--- config.mk ---
export PLATFORM = sky130hd
export DESIGN_NAME = ncl_sync_dr_tx_flat
export DESIGN_NICKNAME = d
export VERILOG_FILES = /design/src/rtl/ncl_sync_dr_tx_if.sv /design/src/rtl/ncl_sync_dr_tx.sv /design/src/flat_wrapper.sv
export SDC_FILE = /design/constraint.sdc
export NUM_CORES = 1
export LEC_CHECK = 0
export ABC_AREA = 1
export BUFFER_PORTS_ARGS = -buffer_cell sky130_fd_sc_hd__buf_2
export CORE_UTILIZATION = 46
export DETAILED_ROUTE_END_ITERATION = 8
export PLACE_DENSITY = 0.77
export SLEW_MARGIN = 10
export SYNTH_ARGS = -nofsm -noshare
export SYNTH_HDL_FRONTEND = slang
export SYNTH_SLANG_ARGS = --single-unit
--- constraint.sdc ---
create_clock -name clk -period 2.55 [get_ports clk]
set_input_delay 0.255 -clock clk [delete_from_list [all_inputs] [get_ports clk]]
set_output_delay 0.255 -clock clk [all_outputs]
set_load 0.01 [all_outputs]
--- src/rtl/ncl_sync_dr_tx_if.sv ---
// Bus between a clocked valid/ready source and an NCL dual-rail pipeline.
// The master side is the source and the receiver; the slave side is the transmitter.
interface ncl_sync_dr_tx_if #(
  parameter int WIDTH = 8
);
  logic [WIDTH-1:0] in_data;
  logic             in_valid;
  logic             in_ready;
  logic [WIDTH-1:0] d_t;
  logic [WIDTH-1:0] d_f;
  logic             ko;

  modport master (
    output in_data, in_valid, ko,
    input  in_ready, d_t, d_f
  );

  modport slave (
    input  in_data, in_valid, ko,
    output in_ready, d_t, d_f
  );
endinterface

--- src/rtl/ncl_sync_dr_tx.sv ---
// Clocked valid/ready to NCL dual-rail transmitter, paced by a synchronised ko.
// Optional stall watchdog on err is built when NCL_TX_TIMEOUT_EN is defined.
module ncl_sync_dr_tx #(
  parameter int WIDTH       = 8,
  parameter int SYNC_STAGES = 2,
  parameter int TIMEOUT     = 255
) (
  input  logic            clk,
  input  logic            rst,
  ncl_sync_dr_tx_if.slave bus,
  output logic            busy,
  output logic            err
);

  localparam logic [1:0] S_NULL  = 2'd0;
  localparam logic [1:0] S_READY = 2'd1;
  localparam logic [1:0] S_DATA  = 2'd2;

  if (SYNC_STAGES < 2 || SYNC_STAGES > 4 || TIMEOUT < 1 || TIMEOUT > 65535) begin : g_param_check
    $error("ncl_sync_dr_tx: SYNC_STAGES or TIMEOUT out of range");
  end

  logic [SYNC_STAGES-1:0] sync_q;
  logic                   ko_s;
  logic [1:0]             state_q, state_d;
  logic [WIDTH-1:0]       hold_q, hold_d;
  logic [WIDTH-1:0]       d_t_q, d_f_q;
  logic [WIDTH-1:0]       d_t_d, d_f_d;

  // Dual-rail encode: one-hot per pair in DATA, all zero in NULL, never 11.
  function automatic logic [2*WIDTH-1:0] dr_encode(input logic data_phase,
                                                   input logic [WIDTH-1:0] w);
    dr_encode = data_phase ? {w, ~w} : '0;
  endfunction

  assign ko_s = sync_q[SYNC_STAGES-1];

  always_comb begin
    state_d = state_q;
    hold_d  = hold_q;
    case (state_q)
      S_NULL:  if (ko_s) state_d = S_READY;
      S_READY: begin
        if (bus.in_valid) begin
          hold_d  = bus.in_data;
          state_d = S_DATA;
        end
      end
      S_DATA:  if (!ko_s) state_d = S_NULL;
      default: state_d = S_NULL;
    endcase
    {d_t_d, d_f_d} = dr_encode(state_d == S_DATA, hold_d);
  end

  // Rails come from the next state so DATA appears on all pairs one edge after accept.
  always_ff @(posedge clk) begin
    if (rst) begin
      sync_q  <= '0;
      state_q <= S_NULL;
      d_t_q   <= '0;
      d_f_q   <= '0;
    end else begin
      sync_q  <= {sync_q[SYNC_STAGES-2:0], bus.ko};
      state_q <= state_d;
      d_t_q   <= d_t_d;
      d_f_q   <= d_f_d;
    end
  end

  // Hold register only loads on accept, so it stays frozen through DATA.
  always_ff @(posedge clk) begin
    hold_q <= hold_d;
  end

  assign bus.d_t      = d_t_q;
  assign bus.d_f      = d_f_q;
  assign bus.in_ready = (state_q == S_READY);
  assign busy         = (state_q != S_READY);

`ifdef NCL_TX_TIMEOUT_EN
  localparam int              CNT_W   = $clog2(TIMEOUT + 1);
  localparam logic [CNT_W-1:0] CNT_MAX = CNT_W'(TIMEOUT);

  logic [CNT_W-1:0] cnt_q, cnt_d;
  logic             err_q, err_d;

  function automatic logic [CNT_W-1:0] sat_inc(input logic [CNT_W-1:0] v);
    sat_inc = (v == CNT_MAX) ? v : v + 1'b1;
  endfunction

  // Counts consecutive cycles waiting on ko; READY waits on the source, not the pipeline.
  always_comb begin
    cnt_d = sat_inc(cnt_q);
    if ((state_d != state_q) || (state_q == S_READY)) cnt_d = '0;
    err_d = err_q | (cnt_q == CNT_MAX);
  end

  always_ff @(posedge clk) begin
    if (rst) begin
      cnt_q <= '0;
      err_q <= 1'b0;
    end else begin
      cnt_q <= cnt_d;
      err_q <= err_d;
    end
  end

  assign err = err_q;
`else
  assign err = 1'b0;
`endif

endmodule

--- src/flat_wrapper.sv ---
// flat-port wrapper written by rule: the top's interface ports become plain ports
module ncl_sync_dr_tx_flat 
#(
  parameter int WIDTH       = 8,
  parameter int SYNC_STAGES = 2,
  parameter int TIMEOUT     = 255
)
  (clk, rst, busy, err, bus_in_data, bus_in_valid, bus_ko, bus_in_ready, bus_d_t, bus_d_f);
  ncl_sync_dr_tx_if #(.WIDTH(WIDTH)) bus_i ();
  input  logic clk;
  input  logic rst;
  output logic busy;
  output logic err;
  input wire logic [$bits(bus_i.in_data)-1:0] bus_in_data;
  input wire logic [$bits(bus_i.in_valid)-1:0] bus_in_valid;
  input wire logic [$bits(bus_i.ko)-1:0] bus_ko;
  output wire logic [$bits(bus_i.in_ready)-1:0] bus_in_ready;
  output wire logic [$bits(bus_i.d_t)-1:0] bus_d_t;
  output wire logic [$bits(bus_i.d_f)-1:0] bus_d_f;
  assign bus_i.in_data = bus_in_data;
  assign bus_i.in_valid = bus_in_valid;
  assign bus_i.ko = bus_ko;
  assign bus_in_ready = bus_i.in_ready;
  assign bus_d_t = bus_i.d_t;
  assign bus_d_f = bus_i.d_f;
  ncl_sync_dr_tx #(.WIDTH(WIDTH), .SYNC_STAGES(SYNC_STAGES), .TIMEOUT(TIMEOUT)) u_core (.clk(clk), .rst(rst), .bus(bus_i), .busy(busy), .err(err));
endmodule
==> run metrics, run 1 <==
status completed; initial antenna violation count 0; Total GRT Usage 16.1%; gr ovfl total 0; wire per inst 9.48 um; CTS Sinks 28; setup ws final 760 ps; number of I/O pins 31; Hold Buf Count CTS 0; Worst-path clk slew 140 ps; DR DRC count 0; Synth Register Bits 28; drt initial violations 11; CP Class reg -> out; final wirelength 1770 um; vias in the first global route 743; Hold WC Path Type in -> reg; post-route cell area 1210 sq um; Post-CTS Setup Inserts 0; Post-Synth Simple-Gate Area 32.3%; DR vias/cell 4.43; commonest non-fill, non-tap cell in the layout nand2_1; max frequency 559 MHz; Crit path required time 2300 ps; mapped cell area 1050 sq um; fin cells 187; final hold vios 0; Fill cells 198; setup_tns 0 ps; met1 Track Usage GR 19.0%; proportion of layout cells with a drive suffix above 1 25.6%; DR pass1 iterations 4; Initial Util 51.0%; met2 GRT Util 26.1%; Clock Tree Root clkbuf_4; Post-DP Area 1180 sq um; row count 16; die height 49.8 um; Adder-Cell Fraction of Synth Area 0%; largest net degree at the start of global routing 19; Worst Path Max Fanout 10; Worst setup EP type output pin; DRT antenna net count 0; largest family of logic cells by synthesized area simple AND/OR/NAND/NOR gates; CTS tree built; busiest layer in global routing met2; Final GP Congestion 0.758; pre-CTS setup slack 1130 ps; CTS resizes 0; grt met3 use 1.85%; Mapped Nets 145; Final min period 1790 ps; final core occ 58.9%; Power per Cell Area 678 nW/um^2; DP Cell Count 183; Die W 49.8 um; PortBufs 29; Tcrit/Tclk final 70.2%; startpoint types register; mux cell area share after synthesis 0%; Peak VDD IR 413 uV; H-Tree Depth 1; via count 828; Post-Syn Instances 133; post-synth cell types 18; Layout Skew 6.88 ps; Post-Synth XOR/XNOR Area 0%; yosys warns 0; crit path DAT 1530 ps; Die ar. 2480 sq um; ant diodes 0; Compound-Gate Fraction of Synth Area 0.476%; Avg Inst Size Synth 7.91 sq um; first-pass GRT wire length 2990 um; CORE AREA 2060 sq um; CTS Buffer Depth 2; leak pwr 0.688 nW; Area Overhead vs Synth 15.3%; TritonCTS buffer count 3; worst skew pair latency 330 ps; Net count, final 173; most frequent cells in the layout nand2_1, buf_2, dfxtp_1, inv_1, nor2_1; unrepaired setup endpoints after global routing no; Slew Limit Fails 0; Seq/Total Area, Yosys 53.3%; DP HPWL 1270 um; Max Cap Viol 0; Final setup viols 0
[metal layers]
metal | up-vias | wire length [um]
li1 | 453 | -
met1 | 354 | 870
met2 | 17 | 788
met3 | 4 | 62
met4 | 0 | 50
met5 | - | 0
[worst max-delay path, cell delays in order (launching register included)]
cell and delay (ps):
dfxtp_1 590, inv_2 100, nor2_2 300, inv_1 70, buf_2 140
[where the power goes]
part	switching, W	internal, W
logic	0.0000697	0.0000455
clock network	0.000125	0.0000874
registers	0.0000191	0.000477
total	0.000214	0.000610
[logic make-up after synthesis]
family	after synthesis
flip-flops	28
AO/OA/AOI/OAI	1
buffers and inverters	29
AND/OR/NAND/NOR	74
other	1
[per-stage QoR]
stage                     power (W)  hold slack, ps
after CTS                  0.000831            81.9
after detailed placement   0.000622             412
after global routing       0.000870            87.3
after global placement     0.000618             393
final                      0.000823            89.0
after floorplan            0.000595             326
[state kept, by name (all words and copies together), names as in the netlist]
register and count:
u_core.sync_q 2, u_core.state_q 2, u_core.bus.d_f 8, u_core.hold_q 8, u_core.bus.d_t 8
[worst paths after layout]
check | startpoint | to | slack, ps | cells past startpoint
worst min register to register | u_core.sync_q[0]$_SDFF_PP0_ | u_core.sync_q[1]$_SDFF_PP0_ | 420 | 2
worst min-delay path | rst | u_core.sync_q[1]$_SDFF_PP0_ | 90 | 2
worst max register to register | u_core.state_q[0]$_SDFF_PP0_ | u_core.bus.d_t[6]$_SDFF_PP0_ | 1190 | 5
worst max-delay path | u_core.state_q[0]$_SDFF_PP0_ | busy | 760 | 4
[cells in the mapped netlist (all sizes together)]
| cell | count | area share (%) |
|---|---|---|
| a21oi | 1 | 0.48 |
| inv | 23 | 8.4 |
| nand3 | 10 | 5.9 |
| nor2 | 19 | 7.3 |
| dfxtp | 28 | 53 |
| buf | 6 | 5.1 |
| or2 | 1 | 0.59 |
| nand4 | 8 | 4.8 |
| conb | 1 | 0.36 |
| nand2 | 36 | 14 |
[layout make-up]
cell class | count | area [sq um] | share of cell area [%]
Clock buffer | 4 | 36.3 | 2.99
Timing Repair Buffer | 29 | 145 | 12.0
Inverter | 23 | 88.8 | 7.32
Tap cell | 27 | 33.8 | 2.78
Multi-Input combinational cell | 76 | 349 | 28.8
Sequential cell | 28 | 561 | 46.2
No activity file was read; power rests on OpenSTA's default activity.
==> run 2: changes to the inputs <==
Settings changed: CORE_UTILIZATION 46 to 44.
Clock period 2.55 ns to 1.5 ns, I/O delays scaled along.
==> run 2 against run 1 <==
Against the previous run: die area increased by 4.3%; largest cell class unchanged; register-to-register slack got worse by 860 ps; core utilization decreased by 3.5 points; critical path type unchanged.
==> run metrics, run 2 (synthesized netlist as in run 1, its figures left out) <==
delay-heaviest family, CP flip-flops (unchanged); Peak VDD IR 712 uV (was 413 uV); Pint 0.00104 W (was 0.000610 W); initial antenna violation count 0 (unchanged); crit path DAT 1250 ps (was 1530 ps); Layout Skew 5.42 ps (was 6.88 ps); worst flop-to-flop path endpoint u_core.bus.d_t[1]$_SDFF_PP0_ (was u_core.bus.d_t[6]$_SDFF_PP0_); proportion of layout cells with a drive suffix above 1 25.9% (was 25.6%); Die ar. 2590 sq um (was 2480 sq um); startpoint types register (unchanged); reg2reg setup slack 330 ps (was 1190 ps); first-pass GRT wire length 2990 um (unchanged); CTS tree built (unchanged); slowest CP cell dfxtp_1 (unchanged); Psw 0.000370 W (was 0.000214 W); pre-CTS setup slack 364 ps (was 1130 ps); Die W 50.9 um (was 49.8 um); via count 856 (was 828); PortBufs 29 (unchanged); drt initial violations 22 (was 11); Total GRT Usage 15.2% (was 16.1%); Logic pwr share 14.6% (was 14.0%); Worst Path Max Fanout 10 (unchanged); Power per Cell Area 1140 nW/um^2 (was 678 nW/um^2); slowest stage delay, CP 440 ps (was 590 ps); critical path, cell by cell inv_2, nor2_4, inv_1, buf_2 (was inv_2, nor2_2, inv_1, buf_2); max frequency 716 MHz; die height 50.9 um (was 49.8 um); DR DRC count 0 (unchanged); commonest non-fill, non-tap cell in the layout nand2_1 (unchanged); largest net degree at the start of global routing 19 (unchanged); Worst setup EP type output pin (unchanged); Sequential Power Share 59.8% (was 60.2%); Net count, final 175 (was 173); Worst-path clk slew 140 ps (about the same); sw frac 26.3% (was 26.0%); unrepaired setup endpoints after global routing no (unchanged); Slew Limit Fails 0 (unchanged); Clock Power Share 25.6% (was 25.8%); Hold WC Path Type in -> reg (unchanged); ant diodes 0 (unchanged); status completed (unchanged); DP HPWL 1300 um (was 1270 um); leak pwr 0.698 nW (was 0.688 nW); wire per inst 9.65 um (was 9.48 um); Final min period 1400 ps; DR vias/cell 4.51 (was 4.43); Area Overhead vs Synth 17.6% (was 15.3%); setup ws final 104 ps (was 760 ps); setup_tns 0 ps (unchanged); Final setup viols 0 (unchanged); CTS Buffer Depth 2 (unchanged); DRT antenna net count 0 (unchanged); Crit path required time 1350 ps (was 2300 ps); gr ovfl total 0 (unchanged); Critical Path Start u_core.state_q[0]$_SDFF_PP0_ (unchanged); CORE AREA 2230 sq um (was 2060 sq um); r2r worst-path depth 5 (unchanged); Initial Util 47.1% (was 51.0%); hold depth 3 (was 2); WP buf/inv 3 (unchanged); fin cells 190 (was 187); Clock Tree Root clkbuf_4 (unchanged); CTS Sinks 28 (unchanged); DP Cell Count 185 (was 183); DR pass1 iterations 6 (was 4); Worst Hold Launch bus_ko (was rst); final hold vios 0 (unchanged); Max Cap Viol 0 (unchanged); Tcrit/Tclk final 93.1%; CP Class reg -> out (unchanged); H-Tree Depth 1 (unchanged); R2R Path Start u_core.state_q[1]$_SDFF_PP0_ (was u_core.state_q[0]$_SDFF_PP0_); row count 17 (was 16); Final GP Congestion 0.747 (was 0.758); worst hold path endpoint u_core.sync_q[0]$_SDFF_PP0_ (was u_core.sync_q[1]$_SDFF_PP0_); worst skew pair latency 330 ps (about the same); number of I/O pins 31 (unchanged); most frequent cells in the layout nand2_1, buf_2, dfxtp_1, inv_1, nor2_1 (unchanged); final wirelength 1830 um (was 1770 um); vias in the first global route 763 (was 743); TritonCTS buffer count 3 (unchanged)
run 2: worst max path at each step:
stage	cells after the start	slack [ps]	end
floorplan	6	410	u_core.bus.d_t[6]$_SDFF_PP0_
global placement	5	380	u_core.bus.d_t[6]$_SDFF_PP0_
detailed placement	5	360	u_core.bus.d_t[6]$_SDFF_PP0_
CTS	4	90	busy
global route	4	10	busy
finish	4	100	busy
run 2: area by class of cell:
| class | count | area [sq um] |
|---|---|---|
| flip-flops and latches | 28 | 561 |
| fillers | 219 | 996 |
| well taps | 28 | 35.0 |
| clock buffers | 4 | 36.3 |
| inverters | 23 | 88.8 |
| repair buffers | 31 | 163 |
| multi-input cells | 76 | 354 |
run 2: power by group through the flow:
stage / sequential [W] / combinational (W) / clock, W
after floorplan: 0.000853 / 0.000158 / 0
after global placement: 0.000857 / 0.000197 / 0
after detailed placement: 0.000860 / 0.000201 / 0
after CTS: 0.000843 / 0.000205 / 0.000370
after global routing: 0.000851 / 0.000235 / 0.000408
final: 0.000844 / 0.000206 / 0.000361
run 2: what timing repair did:
item                       4_1_cts  5_1_grt
hold buffers                     1        0
buffers inserted                 0        0
setup endpoints to repair        2        0
hold endpoints to repair         2        0
gates resized for setup          1        0
run 2: stage by stage:
stage / util, % / power (W) / area (sq um) / hold WS [ps]
2_1_floorplan: - / 0.00101 / 1050 / 221
3_3_place_gp: 53.1 / 0.00105 / 1190 / 336
3_5_place_dp: 53.1 / 0.00106 / 1190 / 340
4_1_cts: 55.4 / 0.00142 / 1240 / 8.66
5_1_grt: 55.4 / 0.00149 / 1240 / 11.3
6_report: 55.4 / 0.00141 / 1240 / 15.0
run 2: routing by layer:
| layer | routed length [um] | up-vias | track usage [%] | share of wire, % |
|---|---|---|---|---|
| met5 | 0 | - | 0 | 0 |
| met4 | 43 | 0 | 9.72 | 2.3 |
| met3 | 74 | 6 | 2.98 | 4.0 |
| met2 | 823 | 30 | 23.5 | 45 |
| met1 | 892 | 365 | 19.3 | 49 |
| li1 | - | 455 | - | - |
run 2: worst reg2reg max path: cells and delay by family (launching register included):
family | cells | cell delay, ps
DFF | 1 | 470
and+or+nand+nor | 4 | 510
buffers and inverters | 1 | 110
